File: config.mk
export PLATFORM = sky130hd
export DESIGN_NAME = shift_l_nbit_seq
export DESIGN_NICKNAME = d
export VERILOG_FILES = /design/src/rtl/shift_l_nbit_seq.sv
export SDC_FILE = /design/constraint.sdc
export NUM_CORES = 1
export LEC_CHECK = 0
export CORE_UTILIZATION = 35
export CTS_CLUSTER_SIZE = 16
export DETAILED_ROUTE_END_ITERATION = 8
export HOLD_SLACK_MARGIN = 0.03
export PLACE_DENSITY = 0.67
export SYNTH_ARGS = -nofsm -noshare
export SYNTH_HDL_FRONTEND = slang
export SYNTH_SLANG_ARGS = --single-unit
File: constraint.sdc
create_clock -name clk -period 3.42 [get_ports clk]
set_input_delay 0.855 -clock clk [delete_from_list [all_inputs] [get_ports clk]]
set_output_delay 0.855 -clock clk [all_outputs]
set_load 0.05 [all_outputs]
File: src/rtl/shift_l_nbit_seq.sv
// Sequential logical left shifter: one barrel stage (shift by 2^i) per cycle,
// valid/ready handshake on both sides, sticky overflow on any 1-bit shifted out.
module shift_l_nbit_seq #(
    parameter int WIDTH       = 32,
    parameter int SHIFT_WIDTH = 5
) (
    input  logic                   clk,
    input  logic                   rst,
    input  logic                   in_valid,
    output logic                   in_ready,
    input  logic [WIDTH-1:0]       A,
    input  logic [SHIFT_WIDTH-1:0] B,
    output logic                   out_valid,
    input  logic                   out_ready,
    output logic [WIDTH-1:0]       Y,
    output logic                   ovf
);

    localparam int CNT_W = (SHIFT_WIDTH > 1) ? $clog2(SHIFT_WIDTH + 1) : 1;
    localparam logic [CNT_W-1:0] LAST_STAGE = CNT_W'(SHIFT_WIDTH - 1);

    typedef enum logic [1:0] {
        IDLE,
        BUSY,
        DONE
    } state_t;

    state_t                 state_q, state_d;
    logic [CNT_W-1:0]       stage_q, stage_d;
    logic [WIDTH-1:0]       data_q,  data_d;
    logic [SHIFT_WIDTH-1:0] amt_q,   amt_d;
    logic                   ovf_q,   ovf_d;

    always_ff @(posedge clk or posedge rst) begin
        if (rst) begin
            state_q <= IDLE;
            stage_q <= '0;
            data_q  <= '0;
            amt_q   <= '0;
            ovf_q   <= 1'b0;
        end else begin
            state_q <= state_d;
            stage_q <= stage_d;
            data_q  <= data_d;
            amt_q   <= amt_d;
            ovf_q   <= ovf_d;
        end
    end

    always_comb begin
        state_d = state_q;
        stage_d = stage_q;
        data_d  = data_q;
        amt_d   = amt_q;
        ovf_d   = ovf_q;
        case (state_q)
            IDLE: begin
                if (in_valid) begin
                    data_d  = A;
                    amt_d   = B;
                    ovf_d   = 1'b0;
                    stage_d = '0;
                    state_d = BUSY;
                end
            end
            BUSY: begin
                // Each stage is a fixed shift by 2^i; stages at or beyond WIDTH flush everything.
                for (int unsigned i = 0; i < SHIFT_WIDTH; i++) begin
                    if (stage_q == CNT_W'(i) && amt_q[i]) begin
                        if (i >= 31 || (32'd1 << i) >= 32'(WIDTH)) begin
                            ovf_d  = ovf_q | (|data_q);
                            data_d = '0;
                        end else begin
                            ovf_d  = ovf_q | (|(data_q >> (32'(WIDTH) - (32'd1 << i))));
                            data_d = data_q << (32'd1 << i);
                        end
                    end
                end
                stage_d = stage_q + CNT_W'(1);
                if (stage_q == LAST_STAGE) begin
                    state_d = DONE;
                end
            end
            DONE: begin
                if (out_ready) begin
                    state_d = IDLE;
                end
            end
            default: state_d = IDLE;
        endcase
    end

    assign in_ready  = (state_q == IDLE);
    assign out_valid = (state_q == DONE);
    assign Y         = data_q;
    assign ovf       = ovf_q;

endmodule

# After elaboration in Yosys (flattened, before gate mapping)
# Cells that the tools add are included.
# W data, S select, Z words.
classes:
  n_reduce_logical: 16
  add_sub_neg: 1
  n_mux: 20
  n_eq_ne: 10
  bitwise: 5
op_table:
  columns: ["op", "count"]
  rows:
  - ["$mux W32", 6]
  - ["$pmux W32 S2", 1]
  - ["$reduce_or A16 Y1", 1]
  - ["$reduce_or A8 Y1", 1]
  - ["$eq A3 B2 Y1 const B", 2]
  - ["$mux W1", 6]
  - ["$mux W2", 3]
  - ["$ne A6 B6 Y1 const B", 1]
  - ["$pmux W2 S3", 1]
  - ["$pmux W3 S2", 1]
  - ["$reduce_and A3 Y1", 2]
  - ["$logic_and A1 B1 Y1", 5]
  - ["$or A1 B1 Y1", 5]
  - ["$ne A2 B2 Y1 const B", 2]
  - ["$reduce_and A2 Y1", 2]
  - ["$reduce_or A4 Y1", 1]
  - ["$add A3 B1 Y3 const B", 1]
  - ["$eq A3 B1 Y1 const B", 1]
  - ["$eq A3 B3 Y1 const B", 1]
  - ["$logic_not A3 Y1", 1]
  - ["$mux W3", 1]
  - ["$eq A2 B1 Y1 const B", 1]
  - ["$eq A2 B2 Y1 const B", 1]
  - ["$logic_not A2 Y1", 1]
  - ["other kinds (4)", 4]
totals:
  word_cells: 57
  reg_bits: 43
  inputBits: 41
  output_inout_bits: 35

# Depth between registers and ports, before layout
logic_depth:
  depth_word: 8
  depth_mapped: 10
  mapped_depth_nobuf: 6

# Least setup slack after synthesis
# Ideal clock, no wire load.
synth_timing:
  path_kind: "register -> register"
  from: "register stage_q[2]"
  to: "register data_q[12] (netlist: Y[12])"
  path_buffers: 4
  t_required_ns: 3.295
  path_stages_with_launch: 11
  synth_period_minus_slack_ns: 2.564
  setup_time_ns: 0.125
  slack_ns: 0.856
  t_arrival_ns: 2.439
  path_cell_list: "dfrtp_1 -> clkbuf_1 -> clkbuf_1 -> inv_1 -> ha_1 -> and2_1 -> clkbuf_1 -> nor4_4 -> a21oi_4 -> buf_6 -> mux2_4"
synth_via:
  elab_chain_len: 7
synth_rtl:
  columns: ["element", "line", "source"]
  rows:
  - ["start, declared", "29", "logic [CNT_W-1:0] stage_q, stage_d;"]
  - ["start signal, assigned", "43", "stage_q <= stage_d;"]
  - ["$eq A3 B1 Y1", "69", "if (stage_q == CNT_W'(i) && amt_q[i]) begin"]
  - ["$logic_and A1 B1 Y1", "69", null]
  - ["$mux W32 (4 in a row)", "69", null]
  - ["$pmux W32 S2", "56", "case (state_q)"]
  - ["end signal, assigned", "44", "data_q <= data_d;"]
  - ["end, declared", "30", "logic [WIDTH-1:0] data_q, data_d;"]
# Several ways; a longest one is shown, not always the timed one.
# A chain may end at the register's enable or synchronous reset.

# Worst setup path after layout
layout_timing:
  from: "register state_q[1]"
  to: "output port out_valid"
layout_via:
  elab_chain_len: 1
layout_rtl:
  columns: ["element", "line", "source"]
  rows:
  - ["start, declared", "28", "state_t state_q, state_d;"]
  - ["start signal, assigned", "42", "state_q <= state_d;"]
  - ["$eq A2 B2 Y1", "94", "assign out_valid = (state_q == DONE);"]
  - ["end, declared", "13", "output logic out_valid,"]
# Every way passes these cells.

==> impl_results.md <==
* Largest net degree at the start of global routing at 66
* CTS Buf Count at 5
* DRC Markers at 0
* Worst Max-Slew Pin Slew at 0.812 ns
* Post-Syn Area at 0.00368 mm²
* Routed vias at 3719
* Clk pin slew, worst setup/hold paths at 0.09 ns
* Post_cts resized at 0
* EDFF count, synth at 0
* Root Driver: clkbuf_8
* Most frequent cells in the layout: 75 x clkdlybuf4s50_1, 43 x dfrtp_1, 34 x nor2_1, 30 x nand2_1
* CTS tree: yes
* Register-to-Register Setup Slack at 0.84 ns
* Worst skew pair latency at 0.30 ns
* Drt wl/cell at 20.1 µm
* CP Launch Type: register
* RSZ-0062 raised after global routing: false
* Number of clock sinks at 43
* Fillcell total at 990
* Antenna diodes at 0
* Hold Crit Depth at 1
* Largest family of logic cells by synthesized area: simple AND/OR/NAND/NOR gates
* Worst r2r src: stage_q[0]
* First-pass GRT wire length at 19.5 mm
* Most used DFF post-synth: dfrtp_1
* Post-route minimum period at 2.70 ns
* CP required at 2.56 ns
* FP Rows at 37
* Reg2Reg Depth at 6
* Synth Area in Simple Gates at 27.9%
* Global placement routability congestion at 0.839
* Setup TNS at 0 ns
* Multi-input logic area at 0.00235 mm²
* Die X at 104 µm
* # IOs at 76
* Layout cells sized above 1 at 11.2%
* Maximum vdd drop at 556 µV
* Asr flop ratio synth at 100%
* Yosys warning count at 0
* Crit Path Category: register to output port
* Adder-cell share of the synthesized area at 1.70%
* Slowest stage cell, crit path: clkdlybuf4s50_1
* Post-DP HPWL at 7.84 mm
* GRT Total Usage at 22.0%
* Storage cell area at 0.00108 mm²
* Mux cell area share after synthesis at 11.3%
* Drt first pass iters at 5
* Area growth, synth to finish at 24.5%
* CP Max Fanout at 10
* Number of I/O port buffers at 75
* Die H at 104 µm
* Crit-path cells: nor2b_1 -> clkdlybuf4s50_1
* Antenna Nets Post-Route at 0
* Number of setup violations in the final report at 0
* Hold buffers post-CTS at 0
* Post-route cell area at 0.00458 mm²
* Worst slew margin at 45.7%
* P_leak at 1.78 nW
* Dpl cell area at 0.00447 mm²
* Post-Synthesis Net Count at 456
* Kind of end point of the critical path: output port
* Initial antenna violation count at 0
* HP Class: register to register
* Status: finished clean
* Skew final at 0.00842 ns
* Grt total ovfl at 0
* Via density per instance at 6.29
* Hold Path End: amt_q[0]
* Final WL at 11.9 mm
* Power per cell area at 1200 mW/mm²
* Compound-Gate Fraction of Synth Area at 22.8%
* Post-synthesis area per instance at 8.97 µm²
* Max-cap violations at 0
* Vias in the first global route at 3601
* Synth Area in XOR/XNOR at 0%
* Core Area at 0.0102 mm²
* FMAX at 0.370 GHz
* HP Start: amt_q[0]
* Most common cell after layout, fill and taps aside: clkdlybuf4s50_1
* Synth Instances at 410
* Synth Register Bits at 43
* Initial Utilization at 35.9%
* Hold Vio Cnt, Final at 0
* Max Slew Vio Count at 0
* Critical R2R Capture: Y[14]
* Crit-path max cell delay at 0.83 ns
* H-Tree Depth at 2
* Yosys cell types at 50
* Die ar. at 0.0109 mm²
* Post-CTS Setup Inserts at 0
* DR iter-0 viols at 413
* Final period util at 79.1%
* Crit path arrival time at 1.85 ns
* Seq/Total Area, Yosys at 29.3%
* Fin nets at 501
* Clock buffer depth at 2
==> cell type report <==
cell class / count / area share, %
clock buffers: 5 / 1.50
clock inverters: 2 / 0.820
inverters: 10 / 0.820
multi-input cells: 308 / 51.3
flip-flops and latches: 43 / 23.5
well taps: 136 / 3.72
repair buffers: 87 / 18.4
==> cell usage after synthesis (2+ instances only) <==
cell / number / area [µm²]
buf_1: 4 / 15.0
o21ai_0: 9 / 45.0
clkbuf_1: 37 / 139
o22ai_1: 9 / 56.3
o211ai_1: 7 / 52.6
nor3_1: 4 / 20.0
nor4_1: 4 / 25.0
nand3b_1: 2 / 15.0
and4_1: 15 / 131
o31ai_1: 5 / 37.5
a22o_1: 2 / 17.5
nand3_1: 2 / 10.0
a21oi_1: 7 / 35.0
mux2_2: 13 / 146
mux2i_1: 3 / 30.0
ha_1: 5 / 62.6
a221oi_1: 9 / 78.8
inv_1: 10 / 37.5
buf_6: 4 / 45.0
nand2b_1: 2 / 12.5
buf_2: 3 / 15.0
a311oi_1: 15 / 131
nand4b_1: 8 / 70.1
nor2_1: 34 / 128
nor2b_1: 15 / 93.8
a211oi_1: 16 / 120
or4bb_1: 4 / 45.0
nand2_1: 30 / 113
o221ai_1: 3 / 26.3
o32ai_1: 7 / 61.3
a221o_1: 3 / 30.0
dfrtp_1: 43 / 1080
and2_1: 2 / 12.5
o311ai_0: 8 / 70.1
mux2_4: 16 / 240
nand4bb_1: 4 / 45.0
and4b_1: 16 / 160
a21o_1: 3 / 22.5
nand4_1: 16 / 100
==> power by group <==
part,internal [mW],switching [mW],leakage (nW),total [mW]
clock,0.214,0.181,0.0502,0.395
combinational,1.64,2.12,1.21,3.76
sequential,0.773,0.583,0.519,1.36
total,2.63,2.88,1.78,5.51
==> sequential cells by signal, indices dropped and copies added (netlist names) <==
name     flops
stage_q      3
Y           32
ovf          1
amt_q        5
state_q      2
==> metrics by stage <==
step	utilization (%)	hold WS [ns]	power, mW	setup WS [ns]	cells
after floorplan	-	0.481	4.03	0.856	410
after global placement	43.7	0.526	5.01	0.759	584
after detailed placement	43.7	0.524	5.08	0.696	584
after CTS	44.7	0.544	5.48	0.705	591
after global routing	44.7	0.577	5.84	0.638	591
final	44.7	0.550	5.51	0.715	591
==> routing by layer <==
metal	wire (µm)	vias up	GRT usage, %
met5	0	-	0
met4	207	0	6.84
met3	825	22	3.63
met2	5480	180	34.2
met1	5390	1812	30.8
li1	-	1705	-
==> kinds of logic after synthesis <==
family                   after synthesis
adder cells (fa/ha/maj)                5
multiplexers                          32
AND/OR/NAND/NOR                      162
buffers and inverters                 59
AO/OA/AOI/OAI                        109
flip-flops                            43
==> worst max path at each step <==
stage	start	slack (ns)	to
floorplan	stage_q[2]	0.86	Y[12]
global placement	in_valid	0.76	Y[22]
detailed placement	in_valid	0.70	Y[25]
CTS	state_q[1]	0.70	out_valid
global route	state_q[1]	0.64	out_valid
finish	state_q[1]	0.72	out_valid
==> critical path, delay by kind of cell, from the launching register on <==
kind	cells	cell delay (ns)
buffers and inverters	1	0.83
DFF	1	0.51
and+or+nand+nor	1	0.21
(Power assumes the default switching activity.)
